$ cat config.mk
export PLATFORM = sky130hd
export DESIGN_NAME = gcd_unit
export DESIGN_NICKNAME = d
export VERILOG_FILES = /design/src/rtl/gcd_unit.sv
export SDC_FILE = /design/constraint.sdc
export NUM_CORES = 1
export LEC_CHECK = 0
export CORE_AREA = 2 2 84 127
export CTS_BUF_LIST = sky130_fd_sc_hd__clkbuf_4 sky130_fd_sc_hd__clkbuf_8
export DETAILED_ROUTE_END_ITERATION = 10
export DIE_AREA = 0 0 86 129
export PLACE_DENSITY = 0.78
export SETUP_SLACK_MARGIN = 0.15
export SYNTH_ARGS = -nofsm -noshare
export SYNTH_HDL_FRONTEND = slang
export SYNTH_SLANG_ARGS = --single-unit
$ cat constraint.sdc
create_clock -name clk -period 2.6 [get_ports clk]
set_input_delay 0.65 -clock clk [delete_from_list [all_inputs] [get_ports clk]]
set_output_delay 0.65 -clock clk [all_outputs]
set_load 0.01 [all_outputs]
$ cat src/rtl/gcd_unit.sv
// Binary (Stein) GCD engine: result after N CALC cycles (N <= 2*WIDTH+1), output held while out_ready is low.
// Defining GCD_STEP_CNT_EN adds the out_steps port reporting the CALC cycles used.
module gcd_unit #(
  parameter int WIDTH = 16,
  parameter int CW    = $clog2(2*WIDTH+2)
) (
  input  logic             clk,
  input  logic             rst,
  input  logic             in_valid,
  output logic             in_ready,
  input  logic [WIDTH-1:0] in_a,
  input  logic [WIDTH-1:0] in_b,
  output logic             out_valid,
  input  logic             out_ready,
`ifdef GCD_STEP_CNT_EN
  output logic [CW-1:0]    out_steps,
`endif
  output logic [WIDTH-1:0] out_gcd
);

  localparam int KW = $clog2(WIDTH) + 1;

  typedef enum logic [1:0] {IDLE, CALC, DONE} state_t;

  state_t           state;
  state_t           state_nxt;
  logic [WIDTH-1:0] a;
  logic [WIDTH-1:0] b;
  logic [KW-1:0]    k;
  logic             zero_in;

  assign zero_in = (in_a == '0) || (in_b == '0);

  always_ff @(posedge clk) begin
    if (!rst) state <= IDLE;
    else      state <= state_nxt;
  end

  always_comb begin
    state_nxt = state;
    case (state)
      IDLE:    if (in_valid) state_nxt = zero_in ? DONE : CALC;
      CALC:    if (a == b) state_nxt = DONE;
      DONE:    if (out_ready) state_nxt = IDLE;
      default: state_nxt = IDLE;
    endcase
  end

  always_comb begin
    in_ready  = (state == IDLE);
    out_valid = (state == DONE);
  end

  // Common factors of two are stripped into k and restored on the final a == b step.
  always_ff @(posedge clk) begin
    if (!rst) begin
      a       <= '0;
      b       <= '0;
      k       <= '0;
      out_gcd <= '0;
    end else begin
      case (state)
        IDLE: begin
          if (in_valid) begin
            a <= in_a;
            b <= in_b;
            k <= '0;
            if (zero_in) out_gcd <= in_a | in_b;
          end
        end
        CALC: begin
          if (a == b) begin
            out_gcd <= a << k;
          end else if (!a[0] && !b[0]) begin
            a <= a >> 1;
            b <= b >> 1;
            k <= k + 1'b1;
          end else if (!a[0]) begin
            a <= a >> 1;
          end else if (!b[0]) begin
            b <= b >> 1;
          end else if (a > b) begin
            a <= (a - b) >> 1;
          end else begin
            b <= (b - a) >> 1;
          end
        end
        default: ;
      endcase
    end
  end

`ifdef GCD_STEP_CNT_EN
  logic [CW-1:0] steps;

  always_ff @(posedge clk) begin
    if (!rst) begin
      steps <= '0;
    end else if (state == IDLE && in_valid) begin
      steps <= '0;
    end else if (state == CALC) begin
      steps <= steps + 1'b1;
    end
  end

  assign out_steps = steps;
`endif

endmodule

; ---- Yosys cells after proc, flatten, opt, wreduce, memory -nomap -nowiden
; Cells that the tools add are included.
[totals]
regBits = 55
inputBits = 36
output_inout_bits = 18
elab_cells = 68
[op_classes]
n_addsub = 3
magnitude_cmp = 1
eq_ne = 13
shift = 1
mux = 27
n_bitwise = 1
n_reduce_logical = 15
[ops]
columns = operator, n
row1 = 16-bit two-way mux, 15
row2 = 16-bit case mux with 2 select lines, 3
row3 = 16-bit logical NOT, 2
row4 = 16-bit subtractor, 2
row5 = 16-bit equality test, 1
row6 = 16-bit > comparator, 1
row7 = 16-bit OR, 1
row8 = 16-bit by 5-bit << shifter with 16-bit output, 1
row9 = 5-bit two-way mux, 3
row10 = 4-bit != test (second input constant), 3
row11 = 4-bit AND reduction, 3
row12 = 5-bit case mux with 2 select lines, 1
row13 = 5-bit AND reduction, 2
row14 = 2-bit two-way mux, 4
row15 = 2-bit != test (second input constant), 4
row16 = 2-bit case mux with 3 select lines, 1
row17 = 3-bit AND reduction, 2
row18 = 5-bit by 1-bit adder with 5-bit output (second input constant), 1
row19 = 2-bit by 1-bit != test with 1-bit output (second input constant), 2
row20 = 3-bit != test (second input constant), 1
row21 = 2-bit by 1-bit equality test with 1-bit output (second input constant), 1
row22 = 2-bit equality test (second input constant), 1
row23 = 1-bit logical NOT, 2
row24 = 2-bit logical NOT, 1
row25 = 3 further kinds, 3

; ---- Logic depth before layout (Yosys ltp)
; Gate-level depths: netlist (run 1).
[depth]
word_depth = 7
mapped_depth = 13
depth_no_buf = 11

; ---- Worst setup path after synthesis (run 1)
; Ideal clock, no wire load.
[synth_path]
path_kind = flip-flop to flip-flop
startpoint = register a[0]
endpoint = register a[13]
arrival_ns = 2.704
t_required_ns = 2.468
path_slack_ns = -0.237
path_stages_with_launch = 13
path_buffers = 1
synth_period_minus_slack_ns = 2.837
cell_sequence = dfxtp_1 > inv_1 > ha_1 > fa_1 > and2b_1 > o221ai_2 > a21oi_4 > o21a_4 > nor2_4 > buf_8 > a221o_4 > a2111oi_2 > nor4b_2
[synth_via]
elab_chain_cells = 7
[synth_rtl]
columns = element, line_no
row1 = "start, declared", 27  ; logic [WIDTH-1:0] a;
row2 = "start signal, assigned", 65  ; a <= in_a;
row3 = "start signal, assigned", 75  ; a <= a >> 1;
row4 = "start signal, assigned", 79  ; a <= a >> 1;
row5 = 16-bit subtractor, 83  ; a <= (a - b) >> 1;
row6 = 16-bit two-way mux, 82  ; end else if (a > b) begin
row7 = 16-bit two-way mux, 80  ; end else if (!b[0]) begin
row8 = 16-bit two-way mux, 78  ; end else if (!a[0]) begin
row9 = 16-bit two-way mux, 74  ; end else if (!a[0] && !b[0]) begin
row10 = 16-bit two-way mux, 72  ; if (a == b) begin
row11 = 16-bit case mux with 2 select lines, 62  ; case (state)
; Parallel ways exist; a longest one is shown, timed or not. The select of a mux whose other input is x is not followed.
; A chain may end at the register's enable or synchronous reset.

; ---- Worst setup path in the final report (run 1)
[layout_path]
startpoint = register a[0]
endpoint = register b[10]
[layout_via]
elab_chain_cells = 7
[layout_rtl]
columns = element, line_no
row1 = 16-bit subtractor, 85  ; b <= (b - a) >> 1;
row2 = 16-bit two-way mux, 82
row3 = 16-bit two-way mux, 80
row4 = 16-bit two-way mux, 78
row5 = 16-bit two-way mux, 74
row6 = 16-bit two-way mux, 72
row7 = 16-bit case mux with 2 select lines, 62
row8 = "end signal, assigned", 66  ; b <= in_b;
row9 = "end signal, assigned", 76  ; b <= b >> 1;
row10 = "end signal, assigned", 81  ; b <= b >> 1;
row11 = "end, declared", 28  ; logic [WIDTH-1:0] b;
; Parallel ways exist; a longest one is shown, timed or not. The select of a mux whose other input is x is not followed.

==> run metrics, run 1 <==
htree depth 2; die area 0.0111 mm^2; Rows between 40 and 50; HP Start b[2]$_SDFFE_PN0P_; Hold Crit Class reg -> reg; RSZ-0062 raised after global routing yes; largest net degree at the start of global routing slightly above 40; share of cells above drive strength 1 between 30% and 40%; Post-synth EDFFs 0; CP Data Arrival Time about 2.8 ns; GR Util All Layers 33.7%; CTS buffer count 5; CTS clock-pin slew for the worst setup and hold paths 0.10 ns; global-route wire length before repair 29.4 mm; most frequent cells in the layout buf_4 (119), clkdlybuf4s50_1 (52), o21ai_0 (45); clock period minus worst slack between 2 and 3 ns; largest cells by area after synthesis dfxtp_1 (21%), ha_1 (8.3%), mux2i_1 (5.9%), o21ai_0 (4.8%), a21oi_1 (3.6%); worst path required time between 2 and 3 ns; fill count 716; Crit Path Max Fanout 5; Setup crit start a[0]$_SDFFE_PN0P_; Final #Nets just under 900; Max Root-Sink Buffers 2; CTS tree yes; final period utilization slightly below 100%; drt drc 0; clock sink count 55; Synth Area per Inst roughly 8 um^2; hpwl dp 14.5 mm; Slew @ Worst Pin between 0.7 and 0.8 ns; area leader, netlist dfxtp_1; clk_skew 0.0149 ns; Leak 2.96 nW; Clock Latency Late Sink 0.32 ns; count of input and output buffers between 50 and 60; final count of hold timing violations 0; Cell Pwr Density between 800 and 900 mW/mm^2; Routed wire per std cell between 20 and 25 um; vias per std cell 6.51; vias in the first global route 5812; First DRT Iteration DRCs approximately 650; CP startpoint kind register; post-synthesis sequential area ratio a little over a fifth; Max IR drop VDD ~0.47 mV; final WL 19.7 mm; synthesized net count 723; core footprint 0.00997 mm^2; status finished, final reports clean; final setup violation count 0; main flop type after synthesis dfxtp_1; Syn Inst Count 650; dpl ws -0.370 ns; Slew HR between 40% and 50%; fin worst setup slack between 0.015 and 0.02 ns; Core Util, Final 75.2%; Yosys Warn Count 0; routability cong. 0.951; chip height 129 um; Synth Register Bits 55; Cell variety after synth a little under 80; I/O pin count 54; Final ANT Viol Nets 0; Yosys top cell area share 20.9%; commonest non-fill, non-tap cell in the layout buf_4; antenna diode count 0; # Max-Cap Violations 0; vias post-DR a little under 6000; Remaining Overflow, GRT 0; Critical Path Sink Type register; initial antenna violation count 0; CTS root buffer clkbuf_8; worst setup path class reg -> reg; Synth Cell Area between 0.005 and 0.006 mm^2; First-pass DRT Iterations 6; fmax 387 MHz; Post-synth ARST share 0%; worst flop-to-flop path startpoint a[0]$_SDFFE_PN0P_; initial core utilization about 53%; Area growth, synth to finish 42.1%; number of hold buffers added after CTS 0; Die W approximately 86 um; Slew Viols, Final 0
-- layout make-up --
type	count	area, um^2	share of cell area [%]
clock buffers	5	68.8	0.919
inverters	39	149	1.99
flip-flops and latches	55	1120	15.0
well taps	117	146	1.95
multi-input cells	504	4290	57.3
clock inverters	3	15.0	0.200
repair buffers	189	1690	22.6
-- per-layer routing --
metal | share of wire, % | track usage (%)
met1 | 37 | 37.7
met2 | 51 | 59.5
met3 | 5.8 | 4.04
met4 | 6.8 | 21.8
met5 | 0 | 0
-- cell families (layout without fill, tap and decap cells) --
group / count (synthesis) / in the layout / synth area share (%)
simple gates: 178 / 178 / 17.7
fa+ha+maj: 37 / 37 / 9.07
buf+inv: 91 / 236 / 8.33
compound gates: 223 / 223 / 30.7
xor+xnor: 28 / 28 / 4.65
mux: 38 / 38 / 8.66
flops: 55 / 55 / 20.9
-- report_power, final --
part | switching (mW) | internal (mW) | total, mW
clock network | 0.288 | 0.185 | 0.473
logic | 2.52 | 2.13 | 4.65
registers | 0.148 | 0.966 | 1.11
total | 2.95 | 3.28 | 6.23
-- registers in the layout (all words and copies together) (netlist names) --
signal and count:
a 16, b 16, out_gcd 16, k 5, state 2
-- final timing paths --
| path | end | cells past startpoint | slack, ns |
|---|---|---|---|
| max | b[10]$_SDFFE_PN0P_ | 13 | 0.02 |
| min | b[2]$_SDFFE_PN0P_ | 2 | 0.50 |
| min reg2reg | b[2]$_SDFFE_PN0P_ | 2 | 0.50 |
| max reg2reg | b[10]$_SDFFE_PN0P_ | 13 | 0.02 |
-- cells in the mapped netlist, types with 11 or more instances --
master,number
nand3_1,28
dfxtp_1,55
a21oi_1,38
nor3_1,11
o21ai_0,51
nor2_1,37
nor2b_1,14
o221ai_1,16
inv_1,39
mux2i_1,31
nand2_1,40
buf_2,12
xor2_1,11
xnor2_1,17
ha_1,35
clkbuf_1,20
o211ai_1,23
-- stage by stage --
stage	std cells	power, mW	hold slack (ns)	TNS, ns	area, um^2
6_report	912	6.23	0.504	0	7490
5_1_grt	912	6.56	0.521	-0.320	7490
4_1_cts	905	5.70	0.498	0	7100
3_5_place_dp	889	4.87	0.483	-6.83	6670
3_3_place_gp	889	4.81	0.474	-5.79	6670
2_1_floorplan	650	3.61	0.454	-0.00502	5350
-- worst max-delay path, stage by stage, from the launching register on --
cell and delay [ns]:
dfxtp_4 0.38, inv_4 0.05, ha_4 0.16, fa_2 0.34, and2b_1 0.22, o221ai_2 0.13, a21oi_4 0.17, o21a_4 0.18
buf_6 0.10, nor3_2 0.04, buf_4 0.19, a221o_1 0.32, o211ai_1 0.13, a21boi_2 0.08
-- repair_timing --
item	in CTS	in global routing
setup buffers	6	6
pin swaps	24	34
gates cloned	2	1
gates resized for setup	48	76
setup endpoints to repair	52	51
Note: power is estimated with default switching activity, not from simulation.
==> run 2: changes to the inputs <==
--- a/config.mk
+++ b/config.mk
@@ -10,6 +10,7 @@
 export DETAILED_ROUTE_END_ITERATION = 10
 export DIE_AREA = 0 0 86 129
 export PLACE_DENSITY = 0.78
+export RECOVER_POWER = 100
 export SETUP_SLACK_MARGIN = 0.15
 export SYNTH_ARGS = -nofsm -noshare
 export SYNTH_HDL_FRONTEND = slang
==> run metrics, run 2 (synthesized netlist as in run 1, its figures left out) <==
clock sink count between 50 and 60; chip height ~130 um; final setup violation count 0; DP Area between 0.006 and 0.007 mm^2; CTS buffer count 5; routability cong. between 0.9 and 1; fill count about 720; Remaining Overflow, GRT 0; Area growth, synth to finish 42.0%; Final ANT Viol Nets 0; First-pass DRT Iterations 5; final setup TNS 0 ns; htree depth 2; Die W 86 um; CP Data Arrival Time roughly 2.8 ns; initial core utilization a little over half; Final #Nets approximately 870; # Max-Cap Violations 0; Slew @ Worst Pin ~0.79 ns; final WL 19.8 mm; antenna diode count 0; commonest non-fill, non-tap cell in the layout buf_4; final count of hold timing violations 0; initial antenna violation count 0; hpwl dp approximately 14 mm; global-route wire length before repair a little under 30 mm; Hold Crit Class reg -> reg; Slew Viols, Final 0; drt drc 0; number of hold buffers added after CTS 0; First DRT Iteration DRCs around 530; Critical Path Sink Type register; clock period minus worst slack approximately 2.6 ns; core footprint approximately 0.01 mm^2; footprint of the multi-input gates ~0.0043 mm^2; vias post-DR approximately 6000; fmax approximately 390 MHz; Final Cell Area 0.00749 mm^2; CTS root buffer clkbuf_8; Clock Latency Late Sink 0.32 ns; Slew HR a little under half; Rows 45; final period utilization between 90% and 100%; worst path required time 2.82 ns; vias per std cell ~6.6; CP startpoint kind register; GR Util All Layers between 30% and 40%; I/O pin count between 50 and 60; clk_skew about 0.014 ns; largest net degree at the start of global routing approximately 40; Crit Path Max Fanout 5; die area 0.0111 mm^2; share of cells above drive strength 1 between 30% and 40%; count of input and output buffers 53; status finished, final reports clean; CTS clock-pin slew for the worst setup and hold paths roughly 0.10 ns; worst setup path class reg -> reg; Leak 3.02 nW; RSZ-0062 raised after global routing yes; Max Root-Sink Buffers 2; most frequent cells in the layout buf_4 (118), o21ai_0 (45), dfxtp_1 (42); vias in the first global route 5812; Max IR drop VDD about 0.47 mV; Routed wire per std cell approximately 22 um; Largest regs a: 16 flops, b: 16 flops, out_gcd: 16 flops; register area 0.00112 mm^2; Cell Pwr Density approximately 830 mW/mm^2; CTS tree yes
## run 2: cell types whose count changed in the layout (fill, tap and decap cells not counted), sizes merged
cell / change
clkdlybuf4s50: -18
dlygate4sd3: +18
buf: -1
clkbuf: +1
## run 2: layout make-up
cell class,count,share of cell area [%]
multi-input cells,504,57.4
inverters,39,1.99
clock buffers,5,0.919
clock inverters,3,0.201
well taps,117,1.96
repair buffers,189,22.5
flip-flops and latches,55,15.0
## run 2: final timing paths
kind | from | end | slack [ns] | depth (start not counted)
setup reg to reg | a[0]$_SDFFE_PN0P_ | b[10]$_SDFFE_PN0P_ | 0.02 | 13
setup / recovery | a[0]$_SDFFE_PN0P_ | b[10]$_SDFFE_PN0P_ | 0.02 | 13
hold reg to reg | b[2]$_SDFFE_PN0P_ | b[2]$_SDFFE_PN0P_ | 0.50 | 2
hold / removal | b[2]$_SDFFE_PN0P_ | b[2]$_SDFFE_PN0P_ | 0.50 | 2
## run 2: per-stage QoR
step / instances / util, % / power [mW] / setup slack, ns / hold WS (ns)
floorplan: 650 / - / 3.61 / -0.00502 / 0.454
global placement: 889 / 67.0 / 4.81 / -0.330 / 0.474
detailed placement: 889 / 67.0 / 4.87 / -0.370 / 0.483
CTS: 905 / 71.3 / 5.70 / 0.0428 / 0.498
global route: 912 / 75.1 / 6.55 / -0.0704 / 0.521
finish: 912 / 75.1 / 6.23 / 0.0242 / 0.504
## run 2: layer usage
layer / track usage (%) / wire, um
met5: 0 / 0
met4: 21.8 / 1400
met3: 4.04 / 1130
met2: 59.5 / 9970
met1: 37.7 / 7320
## run 2: worst max-delay path, stage by stage (launching register included)
cell,delay (ns)
dfxtp_4,0.38
inv_4,0.05
ha_4,0.16
fa_2,0.34
and2b_1,0.22
o221ai_2,0.13
a21oi_4,0.17
o21a_4,0.18
buf_6,0.10
nor3_2,0.04
buf_4,0.19
a221o_1,0.32
o211ai_1,0.13
a21boi_2,0.08
## run 2: what timing repair did
item,CTS,global route
buffers inserted,6,6
hold endpoints to repair,0,0
pin swaps,24,34
gates cloned,2,1
resized for setup,48,76
endpoints found under the setup margin,52,51
## run 2: where the power goes
group          switching (mW)  internal, mW
Combinational            2.52          2.12
Clock                   0.286         0.185
Sequential              0.149         0.965
Total                    2.95          3.27
